[src/rtl/writeback_stage_pkg.sv]
// ============================================================================
// writeback_stage_pkg : shared types and opcode constants for the writeback stage
// Revision: 1.0
// ============================================================================
`default_nettype none

package writeback_stage_pkg;

  localparam int OPCODE_NAME_WIDTH = 96;

  typedef enum logic [1:0] {
    ST_IDLE      = 2'd0,
    ST_ECALL_REQ = 2'd1,
    ST_ECALL_RET = 2'd2
  } wb_state_t;

  typedef enum logic [1:0] {
    LD_B = 2'd0,
    LD_H = 2'd1,
    LD_W = 2'd2,
    LD_D = 2'd3
  } ld_size_t;

  typedef struct packed {
    logic     is_load_op;
    ld_size_t size;
    logic     is_signed;
  } ld_decode_t;

  // Opcode names are ASCII, right-justified and zero-padded to 12 characters.
  localparam logic [OPCODE_NAME_WIDTH-1:0] OP_LB    = {80'd0, "lb"};
  localparam logic [OPCODE_NAME_WIDTH-1:0] OP_LBU   = {72'd0, "lbu"};
  localparam logic [OPCODE_NAME_WIDTH-1:0] OP_LH    = {80'd0, "lh"};
  localparam logic [OPCODE_NAME_WIDTH-1:0] OP_LHU   = {72'd0, "lhu"};
  localparam logic [OPCODE_NAME_WIDTH-1:0] OP_LW    = {80'd0, "lw"};
  localparam logic [OPCODE_NAME_WIDTH-1:0] OP_LWU   = {72'd0, "lwu"};
  localparam logic [OPCODE_NAME_WIDTH-1:0] OP_LD    = {80'd0, "ld"};
  localparam logic [OPCODE_NAME_WIDTH-1:0] OP_ECALL = {56'd0, "ecall"};

  function automatic ld_decode_t decode_load(input logic [OPCODE_NAME_WIDTH-1:0] name);
    ld_decode_t d;
    d.is_load_op = 1'b1;
    d.size       = LD_D;
    d.is_signed  = 1'b0;
    case (name)
      OP_LB:   begin d.size = LD_B; d.is_signed = 1'b1; end
      OP_LBU:  begin d.size = LD_B; d.is_signed = 1'b0; end
      OP_LH:   begin d.size = LD_H; d.is_signed = 1'b1; end
      OP_LHU:  begin d.size = LD_H; d.is_signed = 1'b0; end
      OP_LW:   begin d.size = LD_W; d.is_signed = 1'b1; end
      OP_LWU:  begin d.size = LD_W; d.is_signed = 1'b0; end
      OP_LD:   begin d.size = LD_D; d.is_signed = 1'b0; end
      default: d.is_load_op = 1'b0;
    endcase
    return d;
  endfunction

endpackage

`default_nettype wire

[src/rtl/wb_load_extract.sv]
// ============================================================================
// wb_load_extract : combinational byte/half/word/double extraction from a load doubleword
// Revision: 1.0
// ============================================================================
`default_nettype none

module wb_load_extract
  import writeback_stage_pkg::*;
(
  input  logic [63:0] mdata,
  input  logic [2:0]  offset,
  input  ld_size_t    size,
  input  logic        is_signed,
  output logic [63:0] data,
  output logic        misaligned
);

  logic [7:0]  byte_sel;
  logic [15:0] half_sel;
  logic [31:0] word_sel;

  // Sub-doubleword lanes use the offset masked down to natural alignment.
  assign byte_sel = mdata[{offset, 3'b000} +: 8];
  assign half_sel = mdata[{offset[2:1], 4'b0000} +: 16];
  assign word_sel = mdata[{offset[2], 5'b00000} +: 32];

  always_comb begin
    data       = mdata;
    misaligned = 1'b0;
    case (size)
      LD_B: begin
        data       = is_signed ? {{56{byte_sel[7]}}, byte_sel} : {56'd0, byte_sel};
        misaligned = 1'b0;
      end
      LD_H: begin
        data       = is_signed ? {{48{half_sel[15]}}, half_sel} : {48'd0, half_sel};
        misaligned = offset[0];
      end
      LD_W: begin
        data       = is_signed ? {{32{word_sel[31]}}, word_sel} : {32'd0, word_sel};
        misaligned = |offset[1:0];
      end
      default: begin
        data       = mdata;
        misaligned = |offset;
      end
    endcase
  end

endmodule

`default_nettype wire

[src/rtl/writeback_stage.sv]
// ============================================================================
// writeback_stage : register-file write port, load extension and ecall hand-off
// Optional: WB_RETIRE_CNT_EN adds out_instret / out_loadret retire counters.
// Revision: 1.0
// ============================================================================
`default_nettype none

module writeback_stage
  import writeback_stage_pkg::*;
#(
  parameter int REGISTER_WIDTH         = 64,
  parameter int REGISTERNO_WIDTH       = 5,
  parameter int INSTRUCTION_NAME_WIDTH = 96,
  parameter int SYSCALL_RET_REGNO      = 10
) (
  input  logic                              clk,
  input  logic                              reset,
  input  logic                              in_valid,
  input  logic [REGISTER_WIDTH-1:0]         in_alu_result,
  input  logic [REGISTER_WIDTH-1:0]         in_mdata,
  input  logic [REGISTERNO_WIDTH-1:0]       in_rd_regno,
  input  logic                              in_update_rd_bool,
  input  logic                              in_mm_load_bool,
  input  logic [INSTRUCTION_NAME_WIDTH-1:0] in_opcode_name,
  input  logic                              in_syscall_done,
  input  logic [REGISTER_WIDTH-1:0]         in_syscall_ret,
  output logic                              out_stall,
  output logic                              out_rf_wr_en,
  output logic [REGISTERNO_WIDTH-1:0]       out_rf_wr_regno,
  output logic [REGISTER_WIDTH-1:0]         out_rf_wr_data,
  output logic                              out_syscall_req,
  output logic                              out_syscall_flush,
  output logic                              out_misaligned
`ifdef WB_RETIRE_CNT_EN
  ,
  output logic [63:0]                       out_instret,
  output logic [63:0]                       out_loadret
`endif
);

  wb_state_t   state;
  ld_decode_t  dec;
  logic [63:0] ext_data;
  logic        ext_misaligned;
  logic        is_ecall;
  logic        use_load_path;

  assign dec           = decode_load(in_opcode_name);
  assign is_ecall      = (in_opcode_name == OP_ECALL);
  // An unrecognised opcode falls back to the ALU result even if flagged as a load.
  assign use_load_path = in_mm_load_bool && dec.is_load_op;

  wb_load_extract u_load_extract (
    .mdata      (in_mdata),
    .offset     (in_alu_result[2:0]),
    .size       (dec.size),
    .is_signed  (dec.is_signed),
    .data       (ext_data),
    .misaligned (ext_misaligned)
  );

  always_ff @(posedge clk) begin
    if (reset) begin
      state             <= ST_IDLE;
      out_stall         <= 1'b0;
      out_rf_wr_en      <= 1'b0;
      out_rf_wr_regno   <= '0;
      out_rf_wr_data    <= '0;
      out_syscall_req   <= 1'b0;
      out_syscall_flush <= 1'b0;
      out_misaligned    <= 1'b0;
`ifdef WB_RETIRE_CNT_EN
      out_instret       <= '0;
      out_loadret       <= '0;
`endif
    end else begin
      out_rf_wr_en      <= 1'b0;
      out_syscall_flush <= 1'b0;
      out_misaligned    <= 1'b0;
      case (state)
        ST_IDLE: begin
          out_stall <= 1'b0;
          if (in_valid) begin
            if (is_ecall) begin
              state           <= ST_ECALL_REQ;
              out_syscall_req <= 1'b1;
              out_stall       <= 1'b1;
            end else begin
              out_rf_wr_en    <= in_update_rd_bool && (in_rd_regno != '0);
              out_rf_wr_regno <= in_rd_regno;
              out_rf_wr_data  <= use_load_path ? ext_data : in_alu_result;
              out_misaligned  <= use_load_path && ext_misaligned;
`ifdef WB_RETIRE_CNT_EN
              out_instret     <= out_instret + 64'd1;
              if (in_mm_load_bool)
                out_loadret   <= out_loadret + 64'd1;
`endif
            end
          end
        end
        ST_ECALL_REQ: begin
          if (in_syscall_done) begin
            state             <= ST_ECALL_RET;
            out_rf_wr_en      <= 1'b1;
            out_rf_wr_regno   <= REGISTERNO_WIDTH'(SYSCALL_RET_REGNO);
            out_rf_wr_data    <= in_syscall_ret;
            out_syscall_flush <= 1'b1;
            out_syscall_req   <= 1'b0;
`ifdef WB_RETIRE_CNT_EN
            out_instret       <= out_instret + 64'd1;
`endif
          end
        end
        ST_ECALL_RET: begin
          state     <= ST_IDLE;
          out_stall <= 1'b0;
        end
        default: begin
          state           <= ST_IDLE;
          out_stall       <= 1'b0;
          out_syscall_req <= 1'b0;
        end
      endcase
    end
  end

endmodule

`default_nettype wire
[config.mk]
export PLATFORM = sky130hd
export DESIGN_NAME = writeback_stage
export DESIGN_NICKNAME = d
export VERILOG_FILES = /design/src/rtl/writeback_stage_pkg.sv /design/src/rtl/wb_load_extract.sv /design/src/rtl/writeback_stage.sv
export SDC_FILE = /design/constraint.sdc
export NUM_CORES = 1
export LEC_CHECK = 0
export CAP_MARGIN = 40
export CORE_AREA = 2 2 146 148
export CTS_CLUSTER_SIZE = 16
export DETAILED_ROUTE_END_ITERATION = 8
export DIE_AREA = 0 0 148 150
export HOLD_SLACK_MARGIN = 0.1
export PLACE_DENSITY_LB_ADDON = 0.3
export SLEW_MARGIN = 5
export SYNTH_ARGS = -nofsm -noshare
export SYNTH_HDL_FRONTEND = slang
export SYNTH_HIERARCHICAL = 1
export SYNTH_SLANG_ARGS = --single-unit
[constraint.sdc]
create_clock -name clk -period 3.7 [get_ports clk]
set_input_delay 0.74 -clock clk [delete_from_list [all_inputs] [get_ports clk]]
set_output_delay 0.74 -clock clk [all_outputs]
set_load 0.1 [all_outputs]
# Word level (Yosys, flattened, before mapping)
# Index checks and enable logic that the tools add are counted.
# classes
eq_ne,16
n_shift,3
n_mux,31
bitwise,4
reduce_logical,15
# op_table
op,n
$mux W64,7
$eq A96 B15 Y1 const B,4
$eq A96 B23 Y1 const B,3
$pmux W64 S3,1
$pmux W64 S2,1
$eq A96 B39 Y1 const B,1
$shiftx A64 B7 Y16,1
$shiftx A64 B7 Y32,1
$shiftx A64 B7 Y8,1
$pmux W3 S6,1
$mux W5,3
$pmux W5 S2,1
$mux W1,9
$ne A2 B2 Y1 const B,4
$reduce_and A4 Y1,2
$reduce_or A7 Y1,1
$mux W2,3
$pmux W1 S3,2
$reduce_bool A5 Y1,1
$eq A2 B1 Y1 const B,2
$eq A2 B2 Y1 const B,2
$logic_not A2 Y1,2
$not A1 Y1,4
$pmux W1 S2,2
7 further kinds,10
# totals
ff_bits,76
in_bits,299
out_inout_bits,74

# Logic depth before layout (Yosys ltp)
# Gate-level depths: netlist of the first run.
# logic_depth
ltp_word,8
ltp_mapped,14

# Cells and area by module
# The synthesis of the first run kept the hierarchy.
# by_module_without_submodules
mod,instances,cells_each,area_per_inst_um2
writeback_stage,1,593,5084.9
wb_load_extract,1,289,1995.7

# Worst setup path before layout of the first run
# OpenSTA, ideal clock, no wires.
# synth_timing
kind,in2reg
from,in in_opcode_name[50]
to,reg out_rf_wr_data[15]
setup_time_ns,0.092
arrival_ns,3.694
required_time_ns,3.608
setup_slack_ns,-0.086
cell_stages,14
path_buffers,2
path_cell_list,nor4_1 > nand4_1 > or4_1 > clkbuf_1 > nor2_1 > o31a_1 > o221ai_1 > or2b_2 > a221oi_2 > nand2_2 > buf_4 > a31oi_1 > nor4_1 > o32ai_1
# synth_rtl
element,line,source
"start, declared",writeback_stage.sv:24,"input logic [INSTRUCTION_NAME_WIDTH-1:0] in_opcode_name,"
"end signal, assigned",writeback_stage.sv:91,out_rf_wr_data <= use_load_path ? ext_data : in_alu_result;
"end signal, assigned",writeback_stage.sv:106,out_rf_wr_data <= in_syscall_ret;
"end, declared",writeback_stage.sv:30,"output logic [REGISTER_WIDTH-1:0] out_rf_wr_data,"

# Final worst setup path of the first run
# layout_timing
from,in in_opcode_name[58]
to,reg out_rf_wr_data[19]
# layout_between
elab_chain_cells,8
# layout_rtl
element,line,source
$eq A96 B23 Y1 or $eq A96 B15 Y1 (tied branches),writeback_stage_pkg.sv:45,case (name)
$pmux W3 S6 or $reduce_or A7 Y1 (tied branches),n/a,
"$eq A2 B2 Y1, or another cell as far along",wb_load_extract.sv:30,case (size)
$pmux W64 S3 or $logic_and A1 B1 Y1 (tied branches),"wb_load_extract.sv:30, writeback_stage.sv:51",
$mux W64,writeback_stage.sv:91,
$mux W64,writeback_stage.sv:84,if (is_ecall) begin
$mux W64,writeback_stage.sv:83,if (in_valid) begin
$pmux W64 S2,writeback_stage.sv:80,case (state)
# Several ways; a longest one is shown, not always the timed one. The select of a mux whose other input is x is not followed.
# A chain may end at the register's enable or synchronous reset.

==> results.toml, run 1 <==
[status]
status = "finished, final reports clean"

[critical_path]
path_class = "input pin to flop"
end_kind = "flop"
cp_max_fo = 27
critPathArrivalTime_ns = 3.92
critPathLaunchType = "input pin"
cpMostUsedCell = "buf_4"
critPathSlowestCell = "nor4_1"
cpPeakStageDelay_ns = 0.47
path_cells = "dlygate4sd2_1 -> nor4_2 -> nand4_1 -> buf_4 -> buf_4 -> buf_4 -> buf_4 -> buf_4 -> buf_4 -> buf_4 -> buf_4 -> nor4_1 -> buf_4 -> nand3_4 -> buf_12 -> nor4_1 -> o32ai_2"
worstPathRequired_ns = 3.92

[timing]
setup_slack_ns = 0.00357
whs_ns = 0.457
fmax_mhz = 271
tightest_slew_ns = 0.842
max_slew_margin_pct = 43.7
rsz0062_at_grt = "yes"
fin_crit_sh_pct = 99.9
finalSetupTns_ns = 0
fin_crit_ns = 3.70
skew_ns = 0.0111
setup_viol = 0
hold_violations = 0
slew_viol_final = 0

[clock_network]
clk_latency_ns = 0.35
clkTransAtPathRegs_ns = 0.06
holdBufCountCts = 0
clockRootBuffer = "clkbuf_16"
cts_buffers = 9
clk_path_buf_depth = 2
clock-sinks = 76
cts_tree = "yes"
h-tree-depth = 3

[global_routing]
busiest_layer = "met2"
grt_overflow = 0
grt_max_degree = 124
grt_pass1_wl_um = 52400
antenna_found_initial = 1
use_met1_pct = 37.8
grt_usage_pct = 30.2
grt.met2_usage_pct = 51.4
grt_pass1_vias = 9414
grtUsageMet3_pct = 6.25

[run]
drv_cap = 0

[cells_and_area]
nFillCells = 1485
layout-drive-gt1-share_pct = 35.7
instances_no_fill = 1677
area_growth_pct = 106
layout.area.seq_um2 = 1520
layout_common_cells = "clkdlybuf4s50_1 (296), buf_4 (113), o21ai_0 (86), nand2_1 (83), dfxtp_1 (76)"
final_common_cell = "clkdlybuf4s50_1"
nets = 1695
fin_area_um2 = 14600
utilization_pct = 70.6
multiInputGateArea_um2 = 5810

[placement]
dp_slack_ns = -0.814
dp_hpwl_um = 26300
place.gp.congestion = 0.931
detailed_place.area_um2 = 13100
port_buffers = 372
dp.cells = 1626

[synth]
syn-num-nets = 1181
syn-cell-area_um2 = 7080
netlist_instances = 882
synth-async-reset-ratio_pct = 0
ys_seq_area_share_pct = 21.5
ys.flop_type = "dfxtp_1"
synth_area_leaders = "dfxtp_1 (21%), o32ai_2 (14%), nor4_1 (7.6%)"
synth-edff-count = 0
ys_types = 75
synth_area_leader_cell = "dfxtp_1"
yosysWarnings = 6
ys_ff_latch = 76
synth_top_area_share_pct = 21.5
syn_area_per_cell_um2 = 8.03

[pwr]
vdd_drop_max_mv = 0.218
p_per_area_nw_per_um2 = 220
p_total_mw = 3.21
leakagePower_nw = 5.56

[routing]
drc = 0
ant_nets = 0
drtPass1Iterations = 6
num_vias = 9601
wl_per_cell_um = 21.4
via_per_inst = 5.73
drt-total-wl_um = 35800
drtIter0Drc = 701

[floorplan]
io-pin-count = 373
num_rows = 53
die_h_um = 150
die_x_um = 148
start_util_pct = 34.2
die-area_um2 = 22200
core-area_um2 = 20700

[min_path]
hp-class = "flop to flop"
-- path summary, 6_finish.rpt --
kind / from / to / slack [ns] / depth (start not counted)
worst min-delay path: out_rf_wr_data[15] / out_rf_wr_data[15] / 0.46 / 2
worst max-delay path: in_opcode_name[58] / out_rf_wr_data[19] / 0.004 / 17
worst max register to register: state[0] / out_rf_wr_data[32] / 1.20 / 7
worst min register to register: out_rf_wr_data[15] / out_rf_wr_data[15] / 0.46 / 2
-- cell families (layout without fill, tap and decap cells) --
kind of cell,Yosys count,after routing,synth area share (%)
other,0,1,0
buffers and inverters,156,674,10.7
multiplexers,50,50,10.2
flip-flops,76,76,21.5
AND/OR/NAND/NOR,366,367,28.5
XOR/XNOR,1,1,0.124
AO/OA/AOI/OAI,233,233,28.9
-- per-layer routing --
layer / routed length, µm / vias to the layer above / part of all wire [%]
met1: 14200 / 4593 / 40
met3: 2720 / 90 / 7.6
met2: 17500 / 514 / 49
met4: 1420 / 0 / 4.0
met5: 0 / - / 0
li1: - / 4404 / -
-- registers in the layout, summed over array words and instances (netlist names) --
| register | count |
|---|---|
| state | 2 |
| out_syscall_flush | 1 |
| out_misaligned | 1 |
| out_rf_wr_en | 1 |
| out_syscall_req | 1 |
| out_rf_wr_data | 64 |
| out_rf_wr_regno | 5 |
| out_stall | 1 |
-- final cells by class --
cell class / count / share of cell area (%)
flip-flops and latches: 76 / 10.4
diodes: 1 / 0.0171
clock buffers: 12 / 1.76
inverters: 69 / 1.77
repair buffers: 589 / 43.6
clock inverters: 4 / 0.326
multi-input cells: 651 / 39.8
well taps: 275 / 2.36
-- what timing repair did --
item,4_1_cts,5_1_grt
setup buffers,31,6
endpoints found under the setup margin,64,64
gates resized for setup,133,169
pin swaps,42,58
cloned,4,0
hold endpoints to repair,0,0
-- critical path, delay by kind of cell --
| kind | cells | cell delay, ns |
|---|---|---|
| AO/OA/AOI/OAI | 1 | 0.16 |
| AND/OR/NAND/NOR | 5 | 1.31 |
| buffers and inverters | 11 | 1.70 |
-- synth_stat cells (all sizes together) (3+ instances only) --
| master | number |
|---|---|
| nand3 | 7 |
| nor4b | 4 |
| inv | 69 |
| mux4 | 15 |
| nor3 | 73 |
| nor2 | 39 |
| a21oi | 20 |
| nand4 | 5 |
| or4b | 5 |
| mux2i | 19 |
| or4 | 5 |
| o21ai | 95 |
| clkbuf | 57 |
| or3 | 3 |
| buf | 30 |
| or2 | 8 |
| a31oi | 18 |
| o22ai | 8 |
| nor4 | 87 |
| and2 | 3 |
| a41oi | 6 |
| and3 | 5 |
| nand2 | 90 |
| dfxtp | 76 |
| mux2 | 16 |
| and2b | 3 |
| o32ai | 64 |
| nand2b | 11 |
| nand4bb | 3 |
-- power by group --
part / total (mW) / switching (mW) / leakage (nW) / internal, mW
sequential: 0.890 / 0.0266 / 0.626 / 0.864
combinational: 1.37 / 0.694 / 4.79 / 0.676
clock: 0.946 / 0.387 / 0.149 / 0.558
No activity file was read; power rests on OpenSTA's default activity.
==> inputs of run 2 (changes only) <==
RECOVER_POWER = 50   (was unset)
==> results.toml, run 2 (synthesis gave the netlist of run 1 again) <==
[pwr]
leakagePower_nw = 5.29
seq_power_share_pct = 28.5
swShare_pct = 35.1
power_switching_mw = 1.10
p_int_mw = 2.02
pwr-share-comb_pct = 41.1
vdd_drop_max_mv = 0.218
p_per_area_nw_per_um2 = 222
pwr-share-clk_pct = 30.4

[global_routing]
grt_max_degree = 124
grt_pass1_vias = 9414
grt_overflow = 0
grt_pass1_wl_um = 52400
grt_usage_pct = 30.2
antenna_found_initial = 1

[clock_network]
clk_path_buf_depth = 2
cts_tree = "yes"
clkTransAtPathRegs_ns = 0.06
clock-sinks = 76
clockRootBuffer = "clkbuf_16"
clk_latency_ns = 0.35
holdBufCountCts = 0
h-tree-depth = 3
cts_buffers = 9

[cells_and_area]
utilization_pct = 67.8
layout.area.seq_um2 = 1520
largest_reg_flops = 64
nets = 1695
layout_common_cells = "clkdlybuf4s50_1 (279), buf_4 (113), o21ai_0 (86), nand2_1 (83), dfxtp_1 (76)"
final_common_cell = "clkdlybuf4s50_1"
multiInputGateArea_um2 = 5810
reg_top3 = "out_rf_wr_data: 64 flops, out_rf_wr_regno: 5 flops, state: 2 flops"
layout-drive-gt1-share_pct = 32.0
largest_register = "out_rf_wr_data"
nFillCells = 1566
instances_no_fill = 1677
area_growth_pct = 98.1

[timing]
fin_crit_ns = 3.70
skew_ns = 0.0108
fin_crit_sh_pct = 99.9
max_slew_margin_pct = 19.2
setup_viol = 0
tightest_slew_ns = 1.22
hold_violations = 0
fmax_mhz = 271
slew_viol_final = 0
rsz0062_at_grt = "yes"

[floorplan]
core-area_um2 = 20700
io-pin-count = 373
die_h_um = 150
die_x_um = 148
die-area_um2 = 22200
num_rows = 53
start_util_pct = 34.2

[min_path]
min_from = "out_rf_wr_data[15]"
hp-class = "flop to flop"

[critical_path]
r2r-start = "state[0]"
cp_max_fo = 27
worstPathRequired_ns = 3.92
critPathArrivalTime_ns = 3.92
end_kind = "flop"
crit_path_start = "in_opcode_name[58]"
critPathLaunchType = "input pin"
path_class = "input pin to flop"

[routing]
num_vias = 9601
drc = 0
wl_per_cell_um = 21.4
via_per_inst = 5.73
drtPass1Iterations = 5
drt-total-wl_um = 35900
ant_nets = 0
drtIter0Drc = 790

[placement]
port_buffers = 372
place.gp.congestion = 0.931
dp_hpwl_um = 26300
dp.cells = 1626

[status]
status = "finished, final reports clean"

[run]
drv_cap = 0
[run 2: cell types whose count changed in the layout (fill, tap and decap cells not counted)]
cell / previous run / this run
buf_8: 56 / 5
clkbuf_1: 1 / 52
clkdlybuf4s50_1: 296 / 279
dlygate4sd3_1: 0 / 17
[run 2: area by class of cell]
type                            count  share of cell area [%]
Clock buffer                       12                    1.83
Tap cell                          275                    2.45
Sequential cell                    76                    10.8
Multi-Input combinational cell    651                    41.4
Timing Repair Buffer              589                    41.3
Inverter                           69                    1.85
Clock inverter                      4                   0.339
Antenna cell                        1                  0.0178
[run 2: through the flow]
stage          setup TNS, ns  power (mW)  setup slack [ns]  area (µm²)  hold WS, ns
6_report                   0        3.12           0.00482       14000        0.454
5_1_grt                -1.66        3.22            -0.130       14000        0.488
4_1_cts                -1.82        3.19           -0.0930       14200        0.455
3_5_place_dp          -41.89        2.24            -0.814       13100        0.447
3_3_place_gp          -40.46        2.06            -0.759       11700        0.444
2_1_floorplan              0        1.53            0.0449        7100        0.613
[run 2: repair_timing]
| item | CTS | global route |
|---|---|---|
| gates resized for setup | 133 | 169 |
| setup endpoints to repair | 64 | 64 |
| setup buffers | 31 | 6 |
| cloned | 4 | 0 |
| pin swaps | 42 | 58 |
[run 2: path summary, 6_finish.rpt]
check,depth (start not counted),slack (ns),end
max reg2reg,7,1.21,out_rf_wr_data[32]
min reg2reg,2,0.45,out_rf_wr_data[15]
min,2,0.45,out_rf_wr_data[15]
max,17,0.005,out_rf_wr_data[19]
[run 2: power groups by stage]
stage	Sequential (mW)	Combinational (mW)	Clock [mW]
floorplan	1.23	0.308	0
global route	0.894	1.34	0.986
global placement	0.907	1.15	0
CTS	0.889	1.35	0.952
detailed placement	0.907	1.34	0
finish	0.890	1.28	0.947
[run 2: routing by layer]
metal	up-vias	GRT usage (%)	part of all wire, %
li1	4400	-	-
met1	4585	37.8	40
met2	523	51.4	49
met3	93	6.25	7.4
met4	0	11.0	3.9
met5	-	0	0
[run 2: worst max-delay path, cell delays in order]
cell and delay, ns:
dlygate4sd2_1 0.24, nor4_2 0.16, nand4_1 0.17, buf_4 0.16
buf_4 0.12, buf_4 0.13, buf_4 0.12, buf_4 0.12
buf_4 0.12, buf_4 0.11, buf_4 0.12, nor4_1 0.32
buf_4 0.21, nand3_4 0.20, buf_12 0.25, nor4_1 0.47
o32ai_2 0.16
==> inputs of run 3 (changes only) <==
--- a/config.mk
+++ b/config.mk
@@ -14,5 +14,5 @@
 export PLACE_DENSITY_LB_ADDON = 0.3
 export RECOVER_POWER = 50
-export SLEW_MARGIN = 5
+export SLEW_MARGIN = 20
 export SYNTH_ARGS = -nofsm -noshare
 export SYNTH_HDL_FRONTEND = slang
==> constraint.sdc (replaced) <==
create_clock -name clk -period 4.4 [get_ports clk]
set_input_delay 0.44 -clock clk [delete_from_list [all_inputs] [get_ports clk]]
set_output_delay 0.44 -clock clk [all_outputs]
set_load 0.1 [all_outputs]
==> results.toml, run 3 (synthesis gave the netlist of run 1 again) <==
[routing]
wl_per_cell_um = 20.3
via_per_inst = 5.65
num_vias = 8846
drc = 0
drtIter0Drc = 618
drtPass1Iterations = 5
ant_nets = 0
drt-total-wl_um = 31900

[status]
status = "finished, final reports clean"

[floorplan]
io-pin-count = 373
die_h_um = 150
die-area_um2 = 22200
die_x_um = 148
num_rows = 53
core-area_um2 = 20700
start_util_pct = 34.2

[critical_path]
worstPathRequired_ns = 4.67
cp_max_fo = 17
timing.rr.end = "out_rf_wr_data[47]"
end_kind = "flop"
critPathArrivalTime_ns = 4.24
r2r_cells = 5
critPathLaunchType = "input pin"
path_class = "input pin to flop"
r2r_setup_slack_ns = 1.60
r2r-start = "state[0]"

[clock_network]
clk_latency_ns = 0.35
clkTransAtPathRegs_ns = 0.07
holdBufCountCts = 0
cts_buffers = 9
cts_resized = 0
clock-sinks = 76
cts_tree = "yes"
clockRootBuffer = "clkbuf_16"
h-tree-depth = 3
post_cts_buffers = 0
clk_path_buf_depth = 2

[min_path]
min_from = "out_rf_wr_data[45]"
hp-class = "flop to flop"
min_to = "out_rf_wr_data[45]"
whs_path_depth = 2

[global_routing]
grt_pass1_vias = 8715
grt_pass1_wl_um = 48100
grt_usage_pct = 27.7
grt_max_degree = 65
grt_overflow = 0
antenna_found_initial = 4

[placement]
port_buffers = 372
dp_hpwl_um = 24800
place.gp.congestion = 0.903

[timing]
rsz0062_at_grt = "no"
whs_ns = 0.466
tightest_slew_ns = 1.30
hold_violations = 0
skew_ns = 0.0102
finalSetupTns_ns = 0
max_slew_margin_pct = 12.8
fin_crit_sh_pct = 90.4
fmax_mhz = 251
slew_viol_final = 0
fin_crit_ns = 3.98
setup_viol = 0

[pwr]
vdd_drop_max_mv = 0.151
p_total_mw = 2.53
p_per_area_nw_per_um2 = 210
leakagePower_nw = 4.29

[cells_and_area]
final_common_cell = "clkdlybuf4s50_1"
area_growth_pct = 70.2
layout_common_cells = "clkdlybuf4s50_1 (354), o21ai_0 (92), nor4_1 (86), nand2_1 (86), dfxtp_1 (76)"
largest_reg_flops = 64
layout-drive-gt1-share_pct = 15.2
nets = 1584
reg_top3 = "out_rf_wr_data: 64 flops, out_rf_wr_regno: 5 flops, state: 2 flops"
largest_register = "out_rf_wr_data"
nFillCells = 1836

[run]
drv_cap = 0
## run 3: cell types whose count changed in the layout (fill, tap and decap cells not counted), sizes merged
cell	before	now
buf	169	51
bufbuf	1	0
clkbuf	89	67
clkdlybuf4s15	12	0
clkdlybuf4s50	279	354
clkinv	2	3
diode	1	3
dlygate4sd2	9	0
dlymetal6s2s	25	0
nand2	91	90
## run 3: area by class of cell
type / instances / area, µm² / share of cell area (%)
Clock inverter: 5 / 52.6 / 0.436
Tap cell: 275 / 344 / 2.86
Antenna cell: 3 / 7.51 / 0.0623
Timing Repair Buffer: 479 / 4770 / 39.6
Inverter: 69 / 259 / 2.15
Sequential cell: 76 / 1520 / 12.6
Clock buffer: 10 / 239 / 1.98
Multi-Input combinational cell: 650 / 4860 / 40.3
## run 3: worst max path at each step
stage                       startpoint                 end  slack (ns)
floorplan           in_opcode_name[50]  out_rf_wr_data[15]        0.91
finish              in_opcode_name[22]  out_rf_wr_data[10]        0.42
global route        in_opcode_name[47]  out_rf_wr_data[14]        0.11
CTS                 in_opcode_name[61]  out_rf_wr_data[14]        0.48
global placement    in_opcode_name[27]  out_rf_wr_data[11]        0.07
detailed placement  in_opcode_name[61]  out_rf_wr_data[14]        0.12
## run 3: power breakdown
| group | internal, mW | leakage [nW] | total, mW | switching [mW] |
|---|---|---|---|---|
| combinational | 0.484 | 3.52 | 1.01 | 0.531 |
| clock | 0.449 | 0.144 | 0.767 | 0.318 |
| sequential | 0.726 | 0.626 | 0.747 | 0.0208 |
| total | 1.66 | 4.29 | 2.53 | 0.869 |
## run 3: per-stage QoR
| step | instances | util, % | cell area (µm²) | setup WS (ns) |
|---|---|---|---|---|
| 5_1_grt | 1566 | 58.2 | 12000 | 0.108 |
| 3_3_place_gp | 1471 | 53.0 | 11000 | 0.0718 |
| 6_report | 1567 | 58.2 | 12000 | 0.423 |
| 4_1_cts | 1562 | 61.1 | 12600 | 0.476 |
| 2_1_floorplan | 882 | - | 7080 | 0.914 |
| 3_5_place_dp | 1547 | 59.7 | 12400 | 0.115 |
## run 3: worst max-delay path, stage by stage
cell and delay [ns]:
clkdlybuf4s50_1 0.49, or4bb_1 0.51, nor4b_2 0.36, nand3b_1 0.18, a211oi_1 0.34, o21ai_2 0.30, nor3b_1 0.35, a21oi_1 0.07
buf_4 0.19, or2_2 0.29, a41oi_1 0.34, nor4_1 0.12, o32ai_2 0.26
## run 3: per-layer routing
layer / vias up / routed length (µm) / share of wire [%] / global-route usage, %
met3: 72 / 2300 / 7.2 / 5.58
met4: 2 / 1080 / 3.4 / 11.7
met1: 4173 / 13000 / 41 / 34.1
met5: - / 13 / 0.041 / 0
met2: 425 / 15500 / 49 / 47.1
li1: 4174 / - / - / -
